--- config.mk ---
export PLATFORM = sky130hd
export DESIGN_NAME = instr_prefetch_buffer
export DESIGN_NICKNAME = d
export VERILOG_FILES = /design/src/rtl/riscvibe_pkg.sv /design/src/rtl/ifb_fifo.sv /design/src/rtl/instr_prefetch_buffer.sv
export SDC_FILE = /design/constraint.sdc
export NUM_CORES = 1
export LEC_CHECK = 0
export ABC_AREA = 1
export CAP_MARGIN = 20
export CORE_UTILIZATION = 51
export DETAILED_ROUTE_END_ITERATION = 16
export GPL_TIMING_DRIVEN = 0
export PLACE_DENSITY = 0.82
export SYNTH_ARGS = -nofsm -noshare
export SYNTH_HDL_FRONTEND = slang
export SYNTH_SLANG_ARGS = --single-unit
--- constraint.sdc ---
create_clock -name clk -period 6.2 [get_ports clk]
set_input_delay 0.93 -clock clk [delete_from_list [all_inputs] [get_ports clk]]
set_output_delay 0.93 -clock clk [all_outputs]
set_load 0.02 [all_outputs]
--- src/rtl/riscvibe_pkg.sv ---
// Shared types for the instruction prefetch buffer.
// FSM state, FIFO entry layout and queue pointer helpers.
package riscvibe_pkg;

  localparam int IFB_MAX_DEPTH = 8;
  localparam int IFB_PTR_W = $clog2(IFB_MAX_DEPTH);

  typedef enum logic [1:0] {
    IDLE,
    FETCH,
    FLUSH
  } ifb_state_t;

  typedef struct packed {
    logic [31:0] pc;
    logic [31:0] data;
  } ifb_entry_t;

  function automatic logic [31:0] ifb_align(
    input logic [31:0] a
  );
    return {a[31:2], 2'b00};
  endfunction

  function automatic logic [IFB_PTR_W-1:0] ifb_ptr_inc(
    input logic [IFB_PTR_W-1:0] p,
    input int depth
  );
    return (p == IFB_PTR_W'(depth - 1)) ? '0 : p + 1'b1;
  endfunction

endpackage

--- src/rtl/ifb_fifo.sv ---
// Synchronous FIFO of {pc, data} words for the prefetch buffer.
// Flush empties it in one cycle and wins over push/pop.
module ifb_fifo
  import riscvibe_pkg::*;
#(
  parameter int DEPTH = 2
) (
  input  logic                       clk,
  input  logic                       rst,
  input  logic                       flush,
  input  logic                       push,
  input  ifb_entry_t                 wdata,
  input  logic                       pop,
  output ifb_entry_t                 rdata,
  output logic                       full,
  output logic                       empty,
  output logic [$clog2(DEPTH+1)-1:0] count
);

  localparam int CW = $clog2(DEPTH + 1);

  ifb_entry_t           mem [IFB_MAX_DEPTH];
  logic [IFB_PTR_W-1:0] wp;
  logic [IFB_PTR_W-1:0] rp;
  logic                 do_push;
  logic                 do_pop;

  assign full    = (count == CW'(DEPTH));
  assign empty   = (count == '0);
  assign do_push = push && !full;
  assign do_pop  = pop && !empty;
  assign rdata   = empty ? '0 : mem[rp];

  // Storage array, written at the tail
  always_ff @(posedge clk) begin
    if (do_push && !flush) mem[wp] <= wdata;
  end

  // Pointers and occupancy
  always_ff @(posedge clk) begin
    if (rst || flush) begin
      wp    <= '0;
      rp    <= '0;
      count <= '0;
    end else begin
      if (do_push) wp <= ifb_ptr_inc(wp, DEPTH);
      if (do_pop)  rp <= ifb_ptr_inc(rp, DEPTH);
      count <= count + CW'(do_push) - CW'(do_pop);
    end
  end

endmodule

--- src/rtl/instr_prefetch_buffer.sv ---
// Instruction prefetch buffer with redirect flush and stale-response drop.
// IFB_BYPASS_EN: present a response on instr_* in its arrival cycle.
module instr_prefetch_buffer
  import riscvibe_pkg::*;
#(
  parameter int          DEPTH    = 2,
  parameter logic [31:0] RESET_PC = 32'h0000_0000
) (
  input  logic        clk,
  input  logic        rst,
  output logic        mem_req_valid,
  input  logic        mem_req_ready,
  output logic [31:0] mem_req_addr,
  input  logic        mem_rsp_valid,
  input  logic [31:0] mem_rsp_data,
  input  logic        redirect_valid,
  input  logic [31:0] redirect_pc,
  output logic        instr_valid,
  input  logic        instr_ready,
  output logic [31:0] instr_data,
  output logic [31:0] instr_pc
);

  localparam int CW = $clog2(DEPTH + 1);

  ifb_state_t           state;
  ifb_state_t           state_nx;
  logic [31:0]          fetch_pc;
  logic [CW-1:0]        outstanding;
  logic [CW-1:0]        discard_cnt;
  logic [CW-1:0]        discard_nx;
  logic [CW-1:0]        fifo_count;
  logic [CW:0]          inflight;
  logic [31:0]          pcq [IFB_MAX_DEPTH];
  logic [IFB_PTR_W-1:0] pcq_wp;
  logic [IFB_PTR_W-1:0] pcq_rp;
  logic                 req_acc;
  logic                 rsp_ok;
  logic                 rsp_live;
  logic                 push;
  logic                 pop;
  logic                 fifo_full;
  logic                 fifo_empty;
  logic                 fifo_vis;
  ifb_entry_t           fifo_wdata;
  ifb_entry_t           fifo_rdata;

  assign inflight = {1'b0, outstanding} + {1'b0, fifo_count};

  assign mem_req_valid = !rst && (state == FETCH) && !redirect_valid
                      && (inflight < (CW+1)'(DEPTH));
  assign mem_req_addr  = fetch_pc;
  assign req_acc       = mem_req_valid && mem_req_ready;

  assign rsp_ok   = !rst && mem_rsp_valid && (outstanding != '0);
  assign rsp_live = rsp_ok && !redirect_valid && (discard_cnt == '0);

  assign fifo_wdata = '{pc: pcq[pcq_rp], data: mem_rsp_data};
  assign fifo_vis   = !rst && !fifo_empty;
  assign pop        = fifo_vis && instr_ready;

`ifdef IFB_BYPASS_EN
  logic byp;
  assign byp         = rsp_live && fifo_empty;
  assign push        = rsp_live && !(byp && instr_ready);
  assign instr_valid = fifo_vis || byp;
  assign instr_data  = fifo_vis ? fifo_rdata.data
                     : byp ? mem_rsp_data : '0;
  assign instr_pc    = fifo_vis ? fifo_rdata.pc
                     : byp ? pcq[pcq_rp] : '0;
`else
  assign push        = rsp_live;
  assign instr_valid = fifo_vis;
  assign instr_data  = fifo_vis ? fifo_rdata.data : '0;
  assign instr_pc    = fifo_vis ? fifo_rdata.pc : '0;
`endif

  ifb_fifo #(
    .DEPTH(DEPTH)
  ) u_fifo (
    .clk  (clk),
    .rst  (rst),
    .flush(redirect_valid),
    .push (push),
    .wdata(fifo_wdata),
    .pop  (pop),
    .rdata(fifo_rdata),
    .full (fifo_full),
    .empty(fifo_empty),
    .count(fifo_count)
  );

  // Next state and stale-response budget
  always_comb begin
    state_nx   = state;
    discard_nx = discard_cnt;
    unique case (state)
      IDLE:  state_nx = FETCH;
      FETCH: state_nx = FETCH;
      FLUSH: begin
        discard_nx = discard_cnt - CW'(rsp_ok);
        if (discard_nx == '0) state_nx = FETCH;
      end
      default: state_nx = IDLE;
    endcase
    if (redirect_valid) begin
      discard_nx = outstanding + CW'(req_acc) - CW'(rsp_ok);
      state_nx   = (discard_nx != '0) ? FLUSH : FETCH;
    end
  end

  // State, fetch address and in-flight accounting
  always_ff @(posedge clk) begin
    if (rst) begin
      state       <= IDLE;
      fetch_pc    <= RESET_PC;
      outstanding <= '0;
      discard_cnt <= '0;
      pcq_wp      <= '0;
      pcq_rp      <= '0;
    end else begin
      state       <= state_nx;
      discard_cnt <= discard_nx;
      outstanding <= outstanding + CW'(req_acc) - CW'(rsp_ok);
      if (redirect_valid) fetch_pc <= ifb_align(redirect_pc);
      else if (req_acc)   fetch_pc <= fetch_pc + 32'd4;
      if (req_acc) pcq_wp <= ifb_ptr_inc(pcq_wp, DEPTH);
      if (rsp_ok)  pcq_rp <= ifb_ptr_inc(pcq_rp, DEPTH);
    end
  end

  // PC of every accepted request, in issue order
  always_ff @(posedge clk) begin
    if (!rst && req_acc) pcq[pcq_wp] <= fetch_pc;
  end

  // A response with nothing in flight means the memory broke protocol
  a_rsp_orphan: assert property (
    @(posedge clk) disable iff (rst)
    !(mem_rsp_valid && outstanding == '0)
  ) else $error("ifb: response with no outstanding request");

  // Request throttling must keep the FIFO from ever overrunning
  a_no_overflow: assert property (
    @(posedge clk) disable iff (rst)
    !(push && fifo_full)
  ) else $error("ifb: push into full fifo");

endmodule

# Word-level counts from Yosys, hierarchy flattened
# Memories as Yosys holds them, arrays and structs flattened. A register that Yosys moved wholly into a read port is not among the register bits.
# Index checks and enable logic that the tools add are counted.
[totals]
register_bits = 52
latchBits = 0
mem_bits_rw = 768
mem_bits_ro = 0
input_bits = 70
out_inout_bits = 98
elab_cells = 84
n_memories = 2
[classes]
add_sub_neg = 11
mul = 0
div = 0
order_cmp = 1
eq_ne = 8
shifts = 0
n_mux = 23
n_bitwise = 0
reduce_logical = 29
[memory_table]
columns = ["memory", "depth", "width", "rd", "rd_ports_with_merged_regs", "write_ports", "line", "text"]
rows = [
  ["u_fifo.mem", 8, 64, 1, 1, 1, "ifb_fifo.sv:22", "ifb_entry_t mem [IFB_MAX_DEPTH];"],
  ["pcq", 8, 32, 1, 1, 1, "instr_prefetch_buffer.sv:34", "logic [31:0] pcq [IFB_MAX_DEPTH];"],
]
[op_table]
columns = ["cell", "count"]
rows = [
  ["$mux 32", 4],
  ["$mux 64", 1],
  ["$add 32x3->32 const B", 1],
  ["$mux 3", 8],
  ["$logic_and 1x1->1", 14],
  ["$add 3x1->3 const B", 4],
  ["$eq 3x1->1 const B", 4],
  ["$mux 2", 5],
  ["$logic_not 2->1", 4],
  ["$reduce_bool 2->1", 4],
  ["$sub 2x1->2", 3],
  ["$add 2x1->2", 2],
  ["$eq 2x2->1 const B", 2],
  ["$logic_not 1->1", 4],
  ["$mux 1", 4],
  ["$pmux 2 s2", 1],
  ["$reduce_or 2->1", 2],
  ["$add 2x2->3", 1],
  ["$lt 3x2->1 const B", 1],
  ["$ne 3x3->1 const B", 1],
  ["$eq 2x1->1 const B", 1],
  ["$logic_or 1x1->1", 1],
]

# Longest topological paths before layout
[logic_depth]
word_depth = 10
mapped_depth = 14
ltp_nobuf = 13

# Hierarchy
# Synthesis repeated with hierarchy kept, for this count alone.
[hier_totals]
hier_cells = 3599
hier_area_um2 = 35825.6
[by_module_without_submodules]
columns = ["module", "n_inst", "cells_per_inst", "area_per_inst_um2", "seq_area_each_um2"]
rows = [
  ["ifb_fifo", 1, 2298, 23029.6, 15595.0],
  ["instr_prefetch_buffer", 1, 1301, 12796.0, 8107.8],
]

# Worst setup path before layout
# Ideal clock, no wire load.
[synth_path]
path_type = "in2reg"
startpoint = "input redirect_valid"
endpoint = "memory u_fifo.mem[2][0] in the netlist's numbering (enable)"
setup_time_ps = 559
arrival_ps = 5852
path_slack_ps = -210
cell_stages = 6
cell_sequence = "buf_2 nor3_1 o21ai_0 nor2_4 nand2_1 nor3_1"
[synth_via]
elab_chain_len = 7
[synth_rtl]
columns = ["element", "line", "text"]
rows = [
  ["from (decl)", "instr_prefetch_buffer.sv:16", "input logic redirect_valid,"],
  ["$logic_not 1->1", "instr_prefetch_buffer.sv:56", "assign rsp_live = rsp_ok && !redirect_valid && (discard_cnt == '0);"],
  ["$logic_and 1x1->1 (2 in a row)", "instr_prefetch_buffer.sv:56", ""],
  ["$logic_and 1x1->1", "ifb_fifo.sv:30", "assign do_push = push && !full;"],
  ["named net u_fifo.do_push", "ifb_fifo.sv:25", "logic do_push;"],
  ["$logic_and 1x1->1", "ifb_fifo.sv:36", "if (do_push && !flush) mem[wp] <= wdata;"],
  ["$mux 1", "ifb_fifo.sv:36", ""],
  ["$mux 1 (not written as such)", "ifb_fifo.sv:36", ""],
  ["to (decl)", "ifb_fifo.sv:22", ""],
]
# The timed path passes the listed nets, and every way through them passes these cells.

# Worst setup path in the final report
[layout_path]
startpoint = "register u_fifo.count[1]"
endpoint = "output instr_pc[21]"
[layout_via]
elab_chain_len = 4
elab_cells_between_ends = 5
cone_classes = "mux: 2; reduce/logical: 3"
[layout_rtl]
columns = ["element", "line", "text"]
rows = [
  ["from (decl)", "ifb_fifo.sv:17", "output logic [$clog2(DEPTH+1)-1:0] count"],
  ["from (signal assigned)", "ifb_fifo.sv:48", "count <= count + CW'(do_push) - CW'(do_pop);"],
  ["$logic_not 2->1 *", "ifb_fifo.sv:29", "assign empty = (count == '0);"],
  ["$logic_not 1->1", "instr_prefetch_buffer.sv:59", "assign fifo_vis = !rst && !fifo_empty;"],
  ["$logic_and 1x1->1", "instr_prefetch_buffer.sv:59", ""],
  ["$mux 32 *", "instr_prefetch_buffer.sv:75", "assign instr_pc = fifo_vis ? fifo_rdata.pc : '0;"],
  ["to (decl)", "instr_prefetch_buffer.sv:21", "output logic [31:0] instr_pc"],
]
# Mark *: on every way between the ends. The rest lies on a longest branch, timed or not.

==> summary.txt <==
Worst hold path
  – Hold Path Class: flop to flop
  – Min-Delay Endpoint: discard_cnt[0]
  – Hold path startpoint: discard_cnt[0]
  – Hold path cells: 2

Clock network
  – Num CTS Buffers: 76
  – CTS tree: built
  – Post-CTS Resized: 0
  – Worst-path clk slew: 0.06 ns
  – Num Clock Sinks: 792
  – Clk buf depth: 3
  – Clk_lat worst skew: roughly 0.62 ns
  – Clk root buf: clkbuf_16
  – Post-CTS Setup Repair Bufs: 0
  – # hold bufs at CTS: 0
  – H-tree depth: 3

Floorplanning
  – Row cnt: 91
  – Die Ht: 251.9 um
  – Initial Utilization: 0.5159
  – Io pins: 168
  – Chip width: around 250 um
  – Core area: 0.06171 sq mm
  – Die area: 0.06343 sq mm

Run status
  – Status: completed

Pwr
  – Overall Power: 0.01092 W
  – Pwr Density: 289.6 mW/mm^2
  – Worst IR Drop VDD: 0.1938 mV
  – Leak: 12.65 nW

Synth
  – Cell area after synthesis: 0.03184 sq mm
  – Ys Warns: 0
  – Distinct cells, synth: 42
  – Seq/Total Area, Yosys: 0.7294
  – Cells after Synth: 2607
  – #FFs+latches synth: 792
  – Avg Cell Area, Syn: 12.21 sq um

Placement
  – Port Buffers: 159
  – Placed inst area: 0.03524 sq mm
  – Gpl congestion: 0.8812
  – Pre-CTS setup slack: between 1.5 and 2 ns
  – Post-DP HPWL: 53.41 mm

Critical path
  – Crit path launch: u_fifo.count[1]
  – Critical path endpoint category: primary output
  – Arrival time at the worst endpoint: 3.74 ns
  – R2R cell count: 9
  – Reg-to-Reg Start: outstanding[0]
  – Reg2Reg Capture Point: pcq[6][25]
  – Flop2flop setup slack: 2.90 ns
  – CP Class: flop to primary output
  – Critical path peak fanout: 10
  – Worst Path Required: around 5.3 ns
  – Crit start category: flop

Timing
  – Setup violators final: 0
  – Worst hold margin: between 0.5 and 0.6 ns
  – Final worst setup slack: 1.528 ns
  – Final Cycle Share: 0.7536
  – Slew @ Worst Pin: 1.082 ns
  – Worst rel slew slack: 0.2762
  – RSZ-0062 raised after global routing: false
  – Clk_skew: 0.02848 ns
  – Pins Over Slew Limit: 0
  – Fmax: about 210 MHz
  – Final Hold Viols: 0
  – Min cycle time layout: 4.672 ns

Detailed routing
  – DRC Markers: 0
  – Vias per cell: between 5 and 6
  – Routed WL: 81.35 mm
  – TritonRoute pass-1 iters: 6
  – WL/cell: 21.45 um
  – Vias: 22360
  – Post-DRT Antenna Nets: 0
  – DR iter-0 viols: 2929

Final layout
  – Post-layout util: 0.6111
  – Commonest non-fill, non-tap cell in the layout: edfxtp_1
  – Finished Cell Area: 0.03771 sq mm
  – Layout cells sized above 1: 0.08765
  – Final nets: ~3000
  – Layout area overhead: 18.45%
  – # diodes: 0
  – Commonest non-fill, non-tap cells in the layout: edfxtp_1 (736), nor2_1 (606), o21ai_0 (339)
  – Fill count: 4442

Global routing
  – Vias in the first global route: 22330
  – Antenna violations before repair: 0
  – First-pass GRT wire length: 123.4 mm
  – GRT Util Overall: 0.2529
  – Global route overflow: 0
  – Largest net degree at the start of global routing: 63

Flow run
  – Maxcap violations: 0
## logic make-up (layout without fill, tap and decap cells)
group,count (synthesis),count (layout),share of synthesized area
AND/OR/NAND/NOR,910,910,0.1129
flip-flops,792,792,0.7294
AO/OA/AOI/OAI,627,627,0.1114
buffers and inverters,255,600,0.03910
XOR/XNOR,15,15,0.004126
adder cells (fa/ha/maj),7,7,0.002987
other,1,4,0.0001178
## synthesized netlist by cell type, drive strengths merged
library cell / count / area share
edfxtp: 736 / 0.69
a22oi: 1 / 0.00024
nand4: 2 / 0.00086
conb: 1 / 0.00012
a21oi: 30 / 0.0048
nor3: 15 / 0.0024
dfxtp: 56 / 0.035
nand3: 54 / 0.0086
or2: 1 / 0.00020
xor2: 10 / 0.0028
a31oi: 71 / 0.014
buf: 77 / 0.018
o21ai: 399 / 0.063
o32ai: 60 / 0.017
clkbuf: 88 / 0.010
nand2: 217 / 0.026
fa: 1 / 0.00063
o22ai: 62 / 0.012
xnor2: 5 / 0.0014
nor3b: 2 / 0.00063
a211oi: 1 / 0.00024
inv: 88 / 0.010
clkinv: 2 / 0.00024
o211ai: 3 / 0.00071
and3: 1 / 0.00020
nor4: 3 / 0.00059
ha: 6 / 0.0024
nor2: 615 / 0.074
## report_power, final
part           switching, W  total, W  internal, W
Sequential        0.0000595   0.00594      0.00588
Clock               0.00193   0.00462      0.00269
Combinational      0.000236  0.000366     0.000129
## worst max path at each step
stage                       end  slack, ns  cells after the start
3_5_place_dp       instr_pc[11]       1.70                      6
6_report           instr_pc[21]       1.53                      6
5_1_grt            instr_pc[11]       1.42                      6
2_1_floorplan  u_fifo.mem[2][0]      -0.21                      6
3_3_place_gp   u_fifo.mem[1][9]      -3.75                      7
4_1_cts            instr_pc[11]       1.58                      6
## metal layers
| layer | routed length, um | track usage | vias up |
|---|---|---|---|
| met1 | 29960 | 0.3152 | 10760 |
| met3 | 7889 | 0.05045 | 248 |
| met4 | 3214 | 0.1042 | 0 |
| met2 | 40290 | 0.4321 | 1372 |
| li1 | - | - | 9983 |
| met5 | 0 | 0 | - |
## area by class of cell
cell class / count / area (sq um) / area share
inverters: 90 / 340.3 / 0.009025
clock buffers: 95 / 2067 / 0.05481
plain buffers: 165 / 907.1 / 0.02405
well taps: 837 / 1047 / 0.02777
multi-input cells: 1563 / 7483 / 0.1984
clock inverters: 41 / 400.4 / 0.01062
repair buffers: 209 / 2243 / 0.05949
flip-flops and latches: 792 / 23220 / 0.6158
## per-stage QoR
stage | cells | TNS, ns
after detailed placement | 3656 | 0
after CTS | 3792 | 0
after floorplan | 2610 | -39.05
final | 3792 | 0
after global routing | 3792 | 0
after global placement | 3606 | -975.73
## state kept, by name, summed over array words and instances, names as in the netlist, named ones only
signal        count
discard_cnt       2
mem_req_addr     30
outstanding       2
pcq             240
pcq_rp            3
pcq_wp            3
state             2
u_fifo.count      2
u_fifo.mem      496
u_fifo.rp         3
u_fifo.wp         3
## critical path: stages (launching register included)
cell             delay [ns]
dfxtp_1                0.42
inv_1                  0.09
a21oi_2                0.85
clkbuf_1               0.44
o21ai_1                0.16
a31oi_1                0.45
clkdlybuf4s50_1        0.71
(Power assumes the default switching activity.)
